File: src/rtl/mem_stage_seq_pkg.sv
// Shared types and helpers for the memory stage: FSM states, access size
// encodings, and the byte-lane functions used for loads and stores.
// Lane math is done at 64 bits; narrower datapaths widen and truncate.
package mem_stage_seq_pkg;

    typedef enum logic [2:0] {
        ST_IDLE  = 3'd0,
        ST_REQ   = 3'd1,
        ST_WAIT  = 3'd2,
        ST_FLUSH = 3'd3,
        ST_DONE  = 3'd4
    } state_e;

    typedef enum logic [1:0] {
        SZ_BYTE  = 2'd0,
        SZ_HALF  = 2'd1,
        SZ_WORD  = 2'd2,
        SZ_DWORD = 2'd3
    } size_e;

    localparam int LANE_W = 64;

    // Pull the addressed lane out of an aligned word and extend it to 64 bits.
    function automatic logic [LANE_W-1:0] lane_extend(
        input logic [LANE_W-1:0] data,
        input logic [2:0]        off,
        input logic [1:0]        size,
        input logic              sgn
    );
        logic [LANE_W-1:0] sh;
        logic [LANE_W-1:0] res;
        sh = data >> {off, 3'b000};
        case (size_e'(size))
            SZ_BYTE: res = {{56{sgn & sh[7]}},  sh[7:0]};
            SZ_HALF: res = {{48{sgn & sh[15]}}, sh[15:0]};
            SZ_WORD: res = {{32{sgn & sh[31]}}, sh[31:0]};
            default: res = sh;
        endcase
        return res;
    endfunction

    // Keep the low bytes of the store data for this size and move them to the lane.
    function automatic logic [LANE_W-1:0] store_shift(
        input logic [LANE_W-1:0] wdata,
        input logic [2:0]        off,
        input logic [1:0]        size
    );
        logic [LANE_W-1:0] masked;
        case (size_e'(size))
            SZ_BYTE: masked = {56'd0, wdata[7:0]};
            SZ_HALF: masked = {48'd0, wdata[15:0]};
            SZ_WORD: masked = {32'd0, wdata[31:0]};
            default: masked = wdata;
        endcase
        return masked << {off, 3'b000};
    endfunction

    // True when the low address bits are not a multiple of the access size.
    function automatic logic misaligned(
        input logic [2:0] addr_lo,
        input logic [1:0] size
    );
        logic res;
        case (size_e'(size))
            SZ_BYTE: res = 1'b0;
            SZ_HALF: res = addr_lo[0];
            SZ_WORD: res = |addr_lo[1:0];
            default: res = |addr_lo;
        endcase
        return res;
    endfunction

endpackage

File: src/rtl/mem_stage_seq_if.sv
// Cache-side bus of the memory stage: request channel, response, flush.
// master = memory stage, slave = cache / memory model.
interface mem_stage_seq_if #(
    parameter int XLEN = 64
) ();

    logic            req_valid;
    logic            req_ready;
    logic            req_we;
    logic [1:0]      req_size;
    logic [XLEN-1:0] req_addr;
    logic [XLEN-1:0] req_wdata;
    logic            rsp_valid;
    logic [XLEN-1:0] rsp_data;
    logic            flush_req;
    logic            flush_done;

    modport master (
        output req_valid, req_we, req_size, req_addr, req_wdata, flush_req,
        input  req_ready, rsp_valid, rsp_data, flush_done
    );

    modport slave (
        input  req_valid, req_we, req_size, req_addr, req_wdata, flush_req,
        output req_ready, rsp_valid, rsp_data, flush_done
    );

endinterface

File: src/rtl/mem_load_align.sv
// Combinational load aligner: selects the addressed lane of the returned
// word and sign- or zero-extends it to XLEN.
module mem_load_align
    import mem_stage_seq_pkg::*;
#(
    parameter int XLEN  = 64,
    parameter int OFF_W = $clog2(XLEN / 8)
) (
    input  logic [XLEN-1:0]  rsp_data_i,
    input  logic [OFF_W-1:0] off_i,
    input  logic [1:0]       size_i,
    input  logic             signed_i,
    output logic [XLEN-1:0]  data_o
);

    logic [LANE_W-1:0] res_wide;

    // Widen to the package lane width, extract and extend, then truncate.
    always_comb begin
        res_wide = lane_extend(LANE_W'(rsp_data_i), 3'(off_i), size_i, signed_i);
    end

    assign data_o = res_wide[XLEN-1:0];

endmodule

File: src/rtl/mem_stage_seq.sv
// Memory pipeline stage sequencer: accepts one op from EX/MEM, issues a
// cache load/store or a flush, and hands the result to MEM/WB.
// Optional build macro MEM_MISALIGN_TRAP_EN: misaligned loads/stores fault
// without a cache request instead of being issued unchanged.
module mem_stage_seq
    import mem_stage_seq_pkg::*;
#(
    parameter int XLEN    = 64,
    parameter int TIMEOUT = 1024
) (
    input  logic            clk,
    input  logic            reset,
    input  logic            in_valid,
    output logic            in_ready,
    input  logic            in_is_load,
    input  logic            in_is_store,
    input  logic            in_is_flush,
    input  logic [1:0]      in_size,
    input  logic            in_signed,
    input  logic [XLEN-1:0] in_addr,
    input  logic [XLEN-1:0] in_wdata,
    input  logic [XLEN-1:0] in_alu,
    output logic            out_valid,
    input  logic            out_ready,
    output logic [XLEN-1:0] out_data,
    output logic            out_fault,
    output logic            out_timeout,
    input  logic            snoop_stall,
    mem_stage_seq_if.master cache
);

    localparam int OFF_W = $clog2(XLEN / 8);
    localparam int CNT_W = (TIMEOUT > 1) ? $clog2(TIMEOUT) : 1;
    localparam logic [CNT_W-1:0] CNT_MAX = CNT_W'(TIMEOUT - 1);

    state_e          state_q, state_d;
    logic [CNT_W-1:0] cnt_q, cnt_d;
    logic [XLEN-1:0] out_data_q, out_data_d;
    logic            out_fault_q, out_fault_d;
    logic            out_timeout_q, out_timeout_d;

    // Captured op payload (datapath, not reset)
    logic [XLEN-1:0] addr_q;
    logic [XLEN-1:0] wdata_q;
    logic [1:0]      size_q;
    logic            signed_q;
    logic            we_q;

    logic            accept;
    logic            mem_op;
    logic            pass_op;
    logic            multi_op;
    logic            size_fault;
    logic            misalign_fault;
    logic            decode_fault;
    logic            timeout_hit;
    logic [XLEN-1:0] load_data;
    logic [LANE_W-1:0] store_wide;

    assign accept      = in_valid && in_ready;
    assign mem_op      = in_is_load || in_is_store;
    assign pass_op     = !(in_is_load || in_is_store || in_is_flush);
    assign multi_op    = (in_is_load && in_is_store) || (in_is_load && in_is_flush) ||
                         (in_is_store && in_is_flush);
    assign size_fault  = (XLEN == 32) && mem_op && (in_size == SZ_DWORD);
`ifdef MEM_MISALIGN_TRAP_EN
    assign misalign_fault = mem_op && misaligned(in_addr[2:0], in_size);
`else
    assign misalign_fault = 1'b0;
`endif
    assign decode_fault = multi_op || size_fault || misalign_fault;
    assign timeout_hit  = (cnt_q == CNT_MAX);
    assign store_wide   = store_shift(LANE_W'(in_wdata), 3'(in_addr[OFF_W-1:0]), in_size);

    mem_load_align #(
        .XLEN (XLEN),
        .OFF_W(OFF_W)
    ) u_load_align (
        .rsp_data_i(cache.rsp_data),
        .off_i     (addr_q[OFF_W-1:0]),
        .size_i    (size_q),
        .signed_i  (signed_q),
        .data_o    (load_data)
    );

    // Control state: FSM, timeout counter and result registers
    always_ff @(posedge clk) begin
        if (reset) begin
            state_q       <= ST_IDLE;
            cnt_q         <= '0;
            out_data_q    <= '0;
            out_fault_q   <= 1'b0;
            out_timeout_q <= 1'b0;
        end else begin
            state_q       <= state_d;
            cnt_q         <= cnt_d;
            out_data_q    <= out_data_d;
            out_fault_q   <= out_fault_d;
            out_timeout_q <= out_timeout_d;
        end
    end

    // Latch the request payload when an op is accepted
    always_ff @(posedge clk) begin
        if (accept) begin
            addr_q   <= in_addr;
            wdata_q  <= store_wide[XLEN-1:0];
            size_q   <= in_size;
            signed_q <= in_signed;
            we_q     <= in_is_store;
        end
    end

    // Next-state logic; timeout takes priority over a same-cycle handshake
    always_comb begin
        state_d = state_q;
        case (state_q)
            ST_IDLE: begin
                if (accept) begin
                    if (decode_fault)     state_d = ST_DONE;
                    else if (in_is_flush) state_d = ST_FLUSH;
                    else if (mem_op)      state_d = ST_REQ;
                    else                  state_d = ST_DONE;
                end
            end
            ST_REQ: begin
                if (timeout_hit)          state_d = ST_DONE;
                else if (cache.req_ready) state_d = ST_WAIT;
            end
            ST_WAIT: begin
                if (timeout_hit || cache.rsp_valid) state_d = ST_DONE;
            end
            ST_FLUSH: begin
                if (cache.flush_done) state_d = ST_DONE;
            end
            ST_DONE: begin
                if (out_ready) state_d = ST_IDLE;
            end
            default: state_d = ST_IDLE;
        endcase
    end

    // Result and counter updates; the counter restarts on every acceptance
    always_comb begin
        cnt_d         = cnt_q;
        out_data_d    = out_data_q;
        out_fault_d   = out_fault_q;
        out_timeout_d = out_timeout_q;
        case (state_q)
            ST_IDLE: begin
                if (accept) begin
                    cnt_d         = '0;
                    out_data_d    = pass_op ? in_alu : '0;
                    out_fault_d   = decode_fault;
                    out_timeout_d = 1'b0;
                end
            end
            ST_REQ, ST_WAIT: begin
                cnt_d = cnt_q + CNT_W'(1);
                if (timeout_hit) begin
                    out_timeout_d = 1'b1;
                    out_data_d    = '0;
                end else if ((state_q == ST_WAIT) && cache.rsp_valid) begin
                    out_data_d = we_q ? '0 : load_data;
                end
            end
            default: ;
        endcase
    end

    // Handshake outputs decoded from the current state
    always_comb begin
        in_ready        = (state_q == ST_IDLE) && !snoop_stall;
        out_valid       = (state_q == ST_DONE);
        cache.req_valid = (state_q == ST_REQ);
        cache.flush_req = (state_q == ST_FLUSH);
    end

    assign cache.req_we    = we_q;
    assign cache.req_size  = size_q;
    assign cache.req_addr  = addr_q;
    assign cache.req_wdata = wdata_q;
    assign out_data        = out_data_q;
    assign out_fault       = out_fault_q;
    assign out_timeout     = out_timeout_q;

endmodule

File: src/flat_wrapper.sv
// flat-port wrapper written by rule: the top's interface ports become plain ports
module mem_stage_seq_flat import mem_stage_seq_pkg::*;
#(
    parameter int XLEN    = 64,
    parameter int TIMEOUT = 1024
)
  (clk, reset, in_valid, in_ready, in_is_load, in_is_store, in_is_flush, in_size, in_signed, in_addr, in_wdata, in_alu, out_valid, out_ready, out_data, out_fault, out_timeout, snoop_stall, cache_req_valid, cache_req_we, cache_req_size, cache_req_addr, cache_req_wdata, cache_flush_req, cache_req_ready, cache_rsp_valid, cache_rsp_data, cache_flush_done);
  mem_stage_seq_if #(.XLEN(XLEN)) cache_i ();
  input  logic clk;
  input  logic reset;
  input  logic in_valid;
  output logic in_ready;
  input  logic in_is_load;
  input  logic in_is_store;
  input  logic in_is_flush;
  input  logic [1:0] in_size;
  input  logic in_signed;
  input  logic [XLEN-1:0] in_addr;
  input  logic [XLEN-1:0] in_wdata;
  input  logic [XLEN-1:0] in_alu;
  output logic out_valid;
  input  logic out_ready;
  output logic [XLEN-1:0] out_data;
  output logic out_fault;
  output logic out_timeout;
  input  logic snoop_stall;
  output wire logic [$bits(cache_i.req_valid)-1:0] cache_req_valid;
  output wire logic [$bits(cache_i.req_we)-1:0] cache_req_we;
  output wire logic [$bits(cache_i.req_size)-1:0] cache_req_size;
  output wire logic [$bits(cache_i.req_addr)-1:0] cache_req_addr;
  output wire logic [$bits(cache_i.req_wdata)-1:0] cache_req_wdata;
  output wire logic [$bits(cache_i.flush_req)-1:0] cache_flush_req;
  input wire logic [$bits(cache_i.req_ready)-1:0] cache_req_ready;
  input wire logic [$bits(cache_i.rsp_valid)-1:0] cache_rsp_valid;
  input wire logic [$bits(cache_i.rsp_data)-1:0] cache_rsp_data;
  input wire logic [$bits(cache_i.flush_done)-1:0] cache_flush_done;
  assign cache_req_valid = cache_i.req_valid;
  assign cache_req_we = cache_i.req_we;
  assign cache_req_size = cache_i.req_size;
  assign cache_req_addr = cache_i.req_addr;
  assign cache_req_wdata = cache_i.req_wdata;
  assign cache_flush_req = cache_i.flush_req;
  assign cache_i.req_ready = cache_req_ready;
  assign cache_i.rsp_valid = cache_rsp_valid;
  assign cache_i.rsp_data = cache_rsp_data;
  assign cache_i.flush_done = cache_flush_done;
  mem_stage_seq #(.XLEN(XLEN), .TIMEOUT(TIMEOUT)) u_core (.clk(clk), .reset(reset), .in_valid(in_valid), .in_ready(in_ready), .in_is_load(in_is_load), .in_is_store(in_is_store), .in_is_flush(in_is_flush), .in_size(in_size), .in_signed(in_signed), .in_addr(in_addr), .in_wdata(in_wdata), .in_alu(in_alu), .out_valid(out_valid), .out_ready(out_ready), .out_data(out_data), .out_fault(out_fault), .out_timeout(out_timeout), .snoop_stall(snoop_stall), .cache(cache_i));
endmodule
File: config.mk
export PLATFORM = sky130hd
export DESIGN_NAME = mem_stage_seq_flat
export DESIGN_NICKNAME = d
export VERILOG_FILES = /design/src/rtl/mem_stage_seq_pkg.sv /design/src/rtl/mem_stage_seq_if.sv /design/src/rtl/mem_load_align.sv /design/src/rtl/mem_stage_seq.sv /design/src/flat_wrapper.sv
export SDC_FILE = /design/constraint.sdc
export NUM_CORES = 1
export LEC_CHECK = 0
export ABC_AREA = 1
export CORE_ASPECT_RATIO = 1.2
export CORE_UTILIZATION = 27
export CTS_BUF_LIST = sky130_fd_sc_hd__clkbuf_8
export DETAILED_ROUTE_END_ITERATION = 7
export SLEW_MARGIN = 5
export SYNTH_ARGS = -nofsm -noshare
export SYNTH_HDL_FRONTEND = slang
export SYNTH_SLANG_ARGS = --single-unit
File: constraint.sdc
create_clock -name clk -period 18.1 [get_ports clk]
set_clock_uncertainty 0.15 [all_clocks]
set_input_delay 4.525 -clock clk [delete_from_list [all_inputs] [get_ports clk]]
set_output_delay 4.525 -clock clk [all_outputs]
set_load 0.02 [all_outputs]
==> results of run 1 <==
-- power breakdown --
group	total (uW)	leakage [uW]	switching [uW]	internal, uW
sequential	682	0.00188	49.5	633
combinational	946	0.00486	577	369
clock	488	0.000435	227	262
-- worst max-delay path: stages --
cell and delay (ns):
clkdlybuf4s50_1 0.49, nor2_4 0.14, clkdlybuf4s50_1 0.62
-- cell families after synthesis --
group,count (synthesis)
flip-flops,211
buffers and inverters,236
AND/OR/NAND/NOR,844
AO/OA/AOI/OAI,366
adder cells (fa/ha/maj),1
-- cell usage in the layout (no fill, tap or decap), types with 2 or more instances in the layout --
cell type,n
a2bb2oi_1,3
clkdlybuf4s50_1,469
nor3_4,2
nor2_1,139
clkinv_1,11
nor2_2,2
clkinv_2,9
nand3_2,2
clkinvlp_4,2
nand2_2,5
nand3_1,143
bufinv_16,3
buf_4,17
o21ai_1,8
a21oi_1,175
nand4_1,4
clkbuf_8,42
nor4_1,12
diode_2,5
dfxtp_1,79
inv_2,11
nand2_1,519
edfxtp_1,132
nand3b_1,2
o211ai_1,31
o21ai_0,126
inv_1,109
and2_1,2
a31oi_1,19
nor3_1,7
-- per-layer routing --
layer	global-route usage [%]	up-vias	wire length, um
li1	-	6383	-
met1	23.85	5970	18800
met2	37.20	614	24320
met3	8.769	104	5545
met4	9.821	8	2077
met5	0	-	55
-- sequential cells by signal, summed over array words and instances (netlist names) --
register	cells
u_core.cache.req_wdata	64
u_core.out_timeout	1
u_core.cache.req_we	1
u_core.cache.req_size	2
u_core.cnt_q	10
u_core.out_data	64
u_core.signed_q	1
u_core.state_q	3
u_core.cache.req_addr	64
u_core.out_fault	1
-- stage by stage --
| stage | worst slack (ns) | power [uW] |
|---|---|---|
| after floorplan | 6.855 | 1285 |
| after global placement | 7.642 | 1627 |
| after detailed placement | 7.645 | 1638 |
| after CTS | 7.641 | 2142 |
| after global routing | 7.629 | 2263 |
| final | 7.645 | 2117 |
-- worst max path at each step --
stage | slack [ns] | cells past startpoint | end | from
2_1_floorplan | 6.85 | 6 | u_core.cnt_q[8] | in_valid
3_3_place_gp | 7.64 | 3 | in_ready | snoop_stall
3_5_place_dp | 7.64 | 3 | in_ready | snoop_stall
4_1_cts | 7.64 | 3 | in_ready | snoop_stall
5_1_grt | 7.63 | 3 | in_ready | snoop_stall
6_report | 7.65 | 3 | in_ready | snoop_stall
-- cell type report --
| cell class | count | area (sq um) |
|---|---|---|
| antenna | 5 | 12.51 |
| clock buffer | 42 | 578.1 |
| tap | 559 | 699.4 |
| sequential | 211 | 5545 |
| clock inverter | 28 | 227.7 |
| timing repair buffer | 487 | 4827 |
| fill | 4491 | 26020 |
| multi-input combinational | 1211 | 5466 |
| inverter | 119 | 446.7 |
==> flow_summary.json, run 1 <==
{
  "outcome": "completed",
  "powerDensity_nw_per_um2": 118.9,
  "chipWidth_um": 194.4,
  "yosys.cell_types.count": 37,
  "synth.most_common_cell": "nand2_1",
  "dieArea_sq_um": 45280,
  "drtAntennaViolNets": 0,
  "grt_pass1_wl_mm": 75.58,
  "worst_r2r_path_depth": 10,
  "dr.pass1.iters": 7,
  "synthCells": 1658,
  "grt_max_degree": 97,
  "hold_end": "u_core.out_fault",
  "async_flop_share_pct": 0,
  "worst_slew_pin_slew_ns": 1.090,
  "whs_ns": 0.3241,
  "holdPathStages": 2,
  "route.detailed.drc": 0,
  "area_growth_pct": 48.40,
  "synth-adder-area-share_pct": 0.1043,
  "wl_per_cell_um": 19.08,
  "grt-ovfl-total": 0,
  "clk_latency_ns": 0.60,
  "hold_start": "u_core.out_fault",
  "period_share_pct": 57.76,
  "timing.rr.start": "u_core.cache.req_addr[0]",
  "via_count": 13080,
  "maxSlewViolCount": 0,
  "synth-simple-area-share_pct": 29.04,
  "endpoint_kind": "output pin",
  "worstPathMaxFanout": 2,
  "syn_nets": 1929,
  "synth_edf_count": 132,
  "placed_cells": 2587,
  "hold_path.class": "flop to flop",
  "core_sq_um": 43830,
  "rows": 84,
  "die_h_um": 232.9,
  "final_cell_area_sq_um": 17800,
  "place.port_buffers": 470,
  "worst-setup-path-type": "input port to output pin",
  "rsz0062_at_grt": "no",
  "critical_path_arrival_ns": 5.78,
  "synth_common_cells": "519 x nand2_1, 175 x a21oi_1, 143 x nand3_1",
  "hpwl_mm": 37.36,
  "synth-warning-count": 0,
  "cts_htree_levels": 2,
  "startpoint_type": "input port",
  "fmaxAchievable_mhz": 95.65,
  "clockBufferDepth": 3,
  "clkTransAtPathRegs_ns": 0.06,
  "grt_antenna_before_repair": 12,
  "postCtsSetupRepairBufs": 0,
  "hold_viol": 0,
  "finalCriticalPeriod_ns": 10.45,
  "critical_path_required_ns": 13.43,
  "root_buffer": "clkbuf_8",
  "wl_mm": 50.80,
  "synth_mux_area_share_pct": 0,
  "cts_tree": "done",
  "ff2ff_setup_slack_ns": 14.39,
  "r2r-end": "u_core.out_data[31]",
  "dr.first_iter.drc_count": 939,
  "ir_drop_v": 0.00007279,
  "start_util_pct": 27.37,
  "placed_area_sq_um": 16990,
  "drv_cap": 0,
  "drive_gt1_share_pct": 4.909,
  "grt_use_total_pct": 21.86,
  "nets": 2340,
  "cts_resized": 0,
  "finalSetupTns_ns": 0,
  "numCtsBuffers": 39,
  "synth_top_family_by_area": "simple AND/OR/NAND/NOR gates",
  "grt_pass1_vias": 12640,
  "seq_area_frac_synth_pct": 46.22,
  "final_util_pct": 40.62,
  "via_per_inst": 4.913,
  "synth_top_area_share_pct": 33.04,
  "slew_headroom_pct": 27.17,
  "place_congestion": 0.9347,
  "synth_area_sq_um": 12000,
  "synthTopCellsByArea": "edfxtp_1 33%, nand2_1 16%, dfxtp_1 13%, a21oi_1 7.3%, nand3_1 6.0%",
  "final_cells": 2662,
  "hold_buffers": 0,
  "ioPinCount": 471,
  "synth-main-ff-cell": "edfxtp_1",
  "synth-xor-area-share_pct": 0,
  "ys_seq_elements": 211,
  "synth_top_cell_by_area": "edfxtp_1",
  "setup_viol": 0,
  "avgSynthCellArea_sq_um": 7.236,
  "cts_num_sinks": 211,
  "synth_compound_area_share_pct": 16.37,
  "leakage_uw": 0.007175
}
Power figures use the tool's default switching activity.
==> inputs of run 2 (changes only) <==
clock period = 8.6 ns   (was 18.1 ns; I/O delays follow)
==> flow_summary.json, run 2 (same netlist as run 1, synthesis figures left out) <==
{
  "numCtsBuffers": 38,
  "ioPinCount": 471,
  "final_cells": 2661,
  "drv_cap": 0,
  "wl_per_cell_um": 19.16,
  "dieArea_sq_um": 45280,
  "worst_slew_pin_slew_ns": 1.029,
  "dr.pass1.iters": 5,
  "worst-setup-path-type": "input port to output pin",
  "worst_r2r_path_depth": 10,
  "drtAntennaViolNets": 0,
  "r2r-end": "u_core.out_data[39]",
  "fmaxAchievable_mhz": 175.4,
  "final_common_cell": "nand2_1",
  "die_h_um": 232.9,
  "hold_end": "u_core.out_fault",
  "endpoint_kind": "output pin",
  "final_cell_mix": "519 x nand2_1, 469 x clkdlybuf4s50_1, 175 x a21oi_1",
  "hpwl_mm": 37.87,
  "core_sq_um": 43830,
  "hold_start": "u_core.out_fault",
  "place.port_buffers": 470,
  "clkTransAtPathRegs_ns": 0.06,
  "clk_latency_ns": 0.60,
  "critical_path_arrival_ns": 3.40,
  "route.detailed.drc": 0,
  "outcome": "completed",
  "crit_start": "snoop_stall",
  "leakage_uw": 0.007198,
  "nets": 2340,
  "chipWidth_um": 194.4,
  "grt_pass1_vias": 12720,
  "critical_path_required_ns": 6.30,
  "worstPathMaxFanout": 2,
  "ff2ff_setup_slack_ns": 5.01,
  "slew_headroom_pct": 31.42,
  "rows": 84,
  "grt_use_total_pct": 22.01,
  "grt-ovfl-total": 0,
  "place_congestion": 0.9815,
  "finalCriticalPeriod_ns": 5.701,
  "grt_antenna_before_repair": 11,
  "grt_pass1_wl_mm": 75.93,
  "hold_viol": 0,
  "hold_path.class": "flop to flop",
  "root_buffer": "clkbuf_8",
  "start_util_pct": 27.37,
  "wl_mm": 50.99,
  "startpoint_type": "input port",
  "clockBufferDepth": 3,
  "cts_num_sinks": 211,
  "cts_tree": "done",
  "maxSlewViolCount": 0,
  "powerDensity_nw_per_um2": 250.1,
  "ir_drop_v": 0.0001388,
  "setup_viol": 0,
  "drive_gt1_share_pct": 4.530,
  "placed_cells": 2588,
  "cts_htree_levels": 2,
  "postCtsSetupRepairBufs": 0,
  "rsz0062_at_grt": "no",
  "finalSetupTns_ns": 0,
  "holdPathStages": 2,
  "dr.first_iter.drc_count": 1006,
  "period_share_pct": 66.29,
  "cts_resized": 0,
  "via_count": 13200,
  "grt_max_degree": 97,
  "via_per_inst": 4.960,
  "area_growth_pct": 48.33,
  "timing.rr.start": "u_core.cache.req_addr[0]",
  "hold_buffers": 0
}
[run 2: cell types whose count changed in the layout (fill, tap and decap cells not counted)]
cell        change
bufinv_16       +1
inv_1          +10
clkbuf_8        -2
clkinvlp_4      -1
clkinv_1        -3
clkinv_2        -7
inv_6           +2
buf_4           +1
inv_2           -1
inv_12          -1
[run 2: how the worst max path moves through the flow]
| stage | to | slack (ns) | cells after the start |
|---|---|---|---|
| global placement | in_ready | 2.90 | 3 |
| finish | in_ready | 2.90 | 3 |
| floorplan | u_core.cnt_q[8] | 2.03 | 6 |
| CTS | in_ready | 2.89 | 3 |
| global route | in_ready | 2.86 | 3 |
| detailed placement | in_ready | 2.89 | 3 |
[run 2: stage by stage]
step	utilization, %	total power [uW]	hold WS (ns)	worst slack, ns	area [sq um]
final	40.60	4450	0.3225	2.899	17790
after detailed placement	38.77	3449	0.3110	2.889	16990
after global routing	40.60	4754	0.3520	2.862	17790
after global placement	38.77	3427	0.3102	2.901	16990
after floorplan	-	2696	0.3013	2.033	12000
after CTS	40.57	4501	0.3225	2.889	17780
[run 2: area by class of cell]
| type | count | area (sq um) |
|---|---|---|
| fill | 4516 | 26030 |
| sequential | 211 | 5545 |
| multi-input combinational | 1211 | 5466 |
| timing repair buffer | 488 | 4835 |
| tap | 559 | 699.4 |
| clock buffer | 40 | 550.5 |
| inverter | 119 | 446.7 |
| clock inverter | 28 | 239.0 |
| antenna | 5 | 12.51 |
[run 2: worst max-delay path: stages]
cell and delay, ns:
clkdlybuf4s50_1 0.50, nor2_4 0.14, clkdlybuf4s50_1 0.61
[run 2: power breakdown]
| part | leakage (uW) | switching, uW | internal [uW] |
|---|---|---|---|
| sequential | 0.00188 | 110 | 1330 |
| combinational | 0.00486 | 1210 | 777 |
| clock | 0.000456 | 467 | 556 |
| total | 0.00720 | 1780 | 2660 |
[run 2: routing by layer]
| metal | vias up | track usage, % | part of all wire [%] |
|---|---|---|---|
| met5 | - | 0 | 0.098 |
| met4 | 8 | 10.79 | 4.7 |
| met3 | 109 | 8.320 | 11 |
| met1 | 6074 | 24.21 | 37 |
| li1 | 6375 | - | - |
| met2 | 632 | 37.21 | 47 |
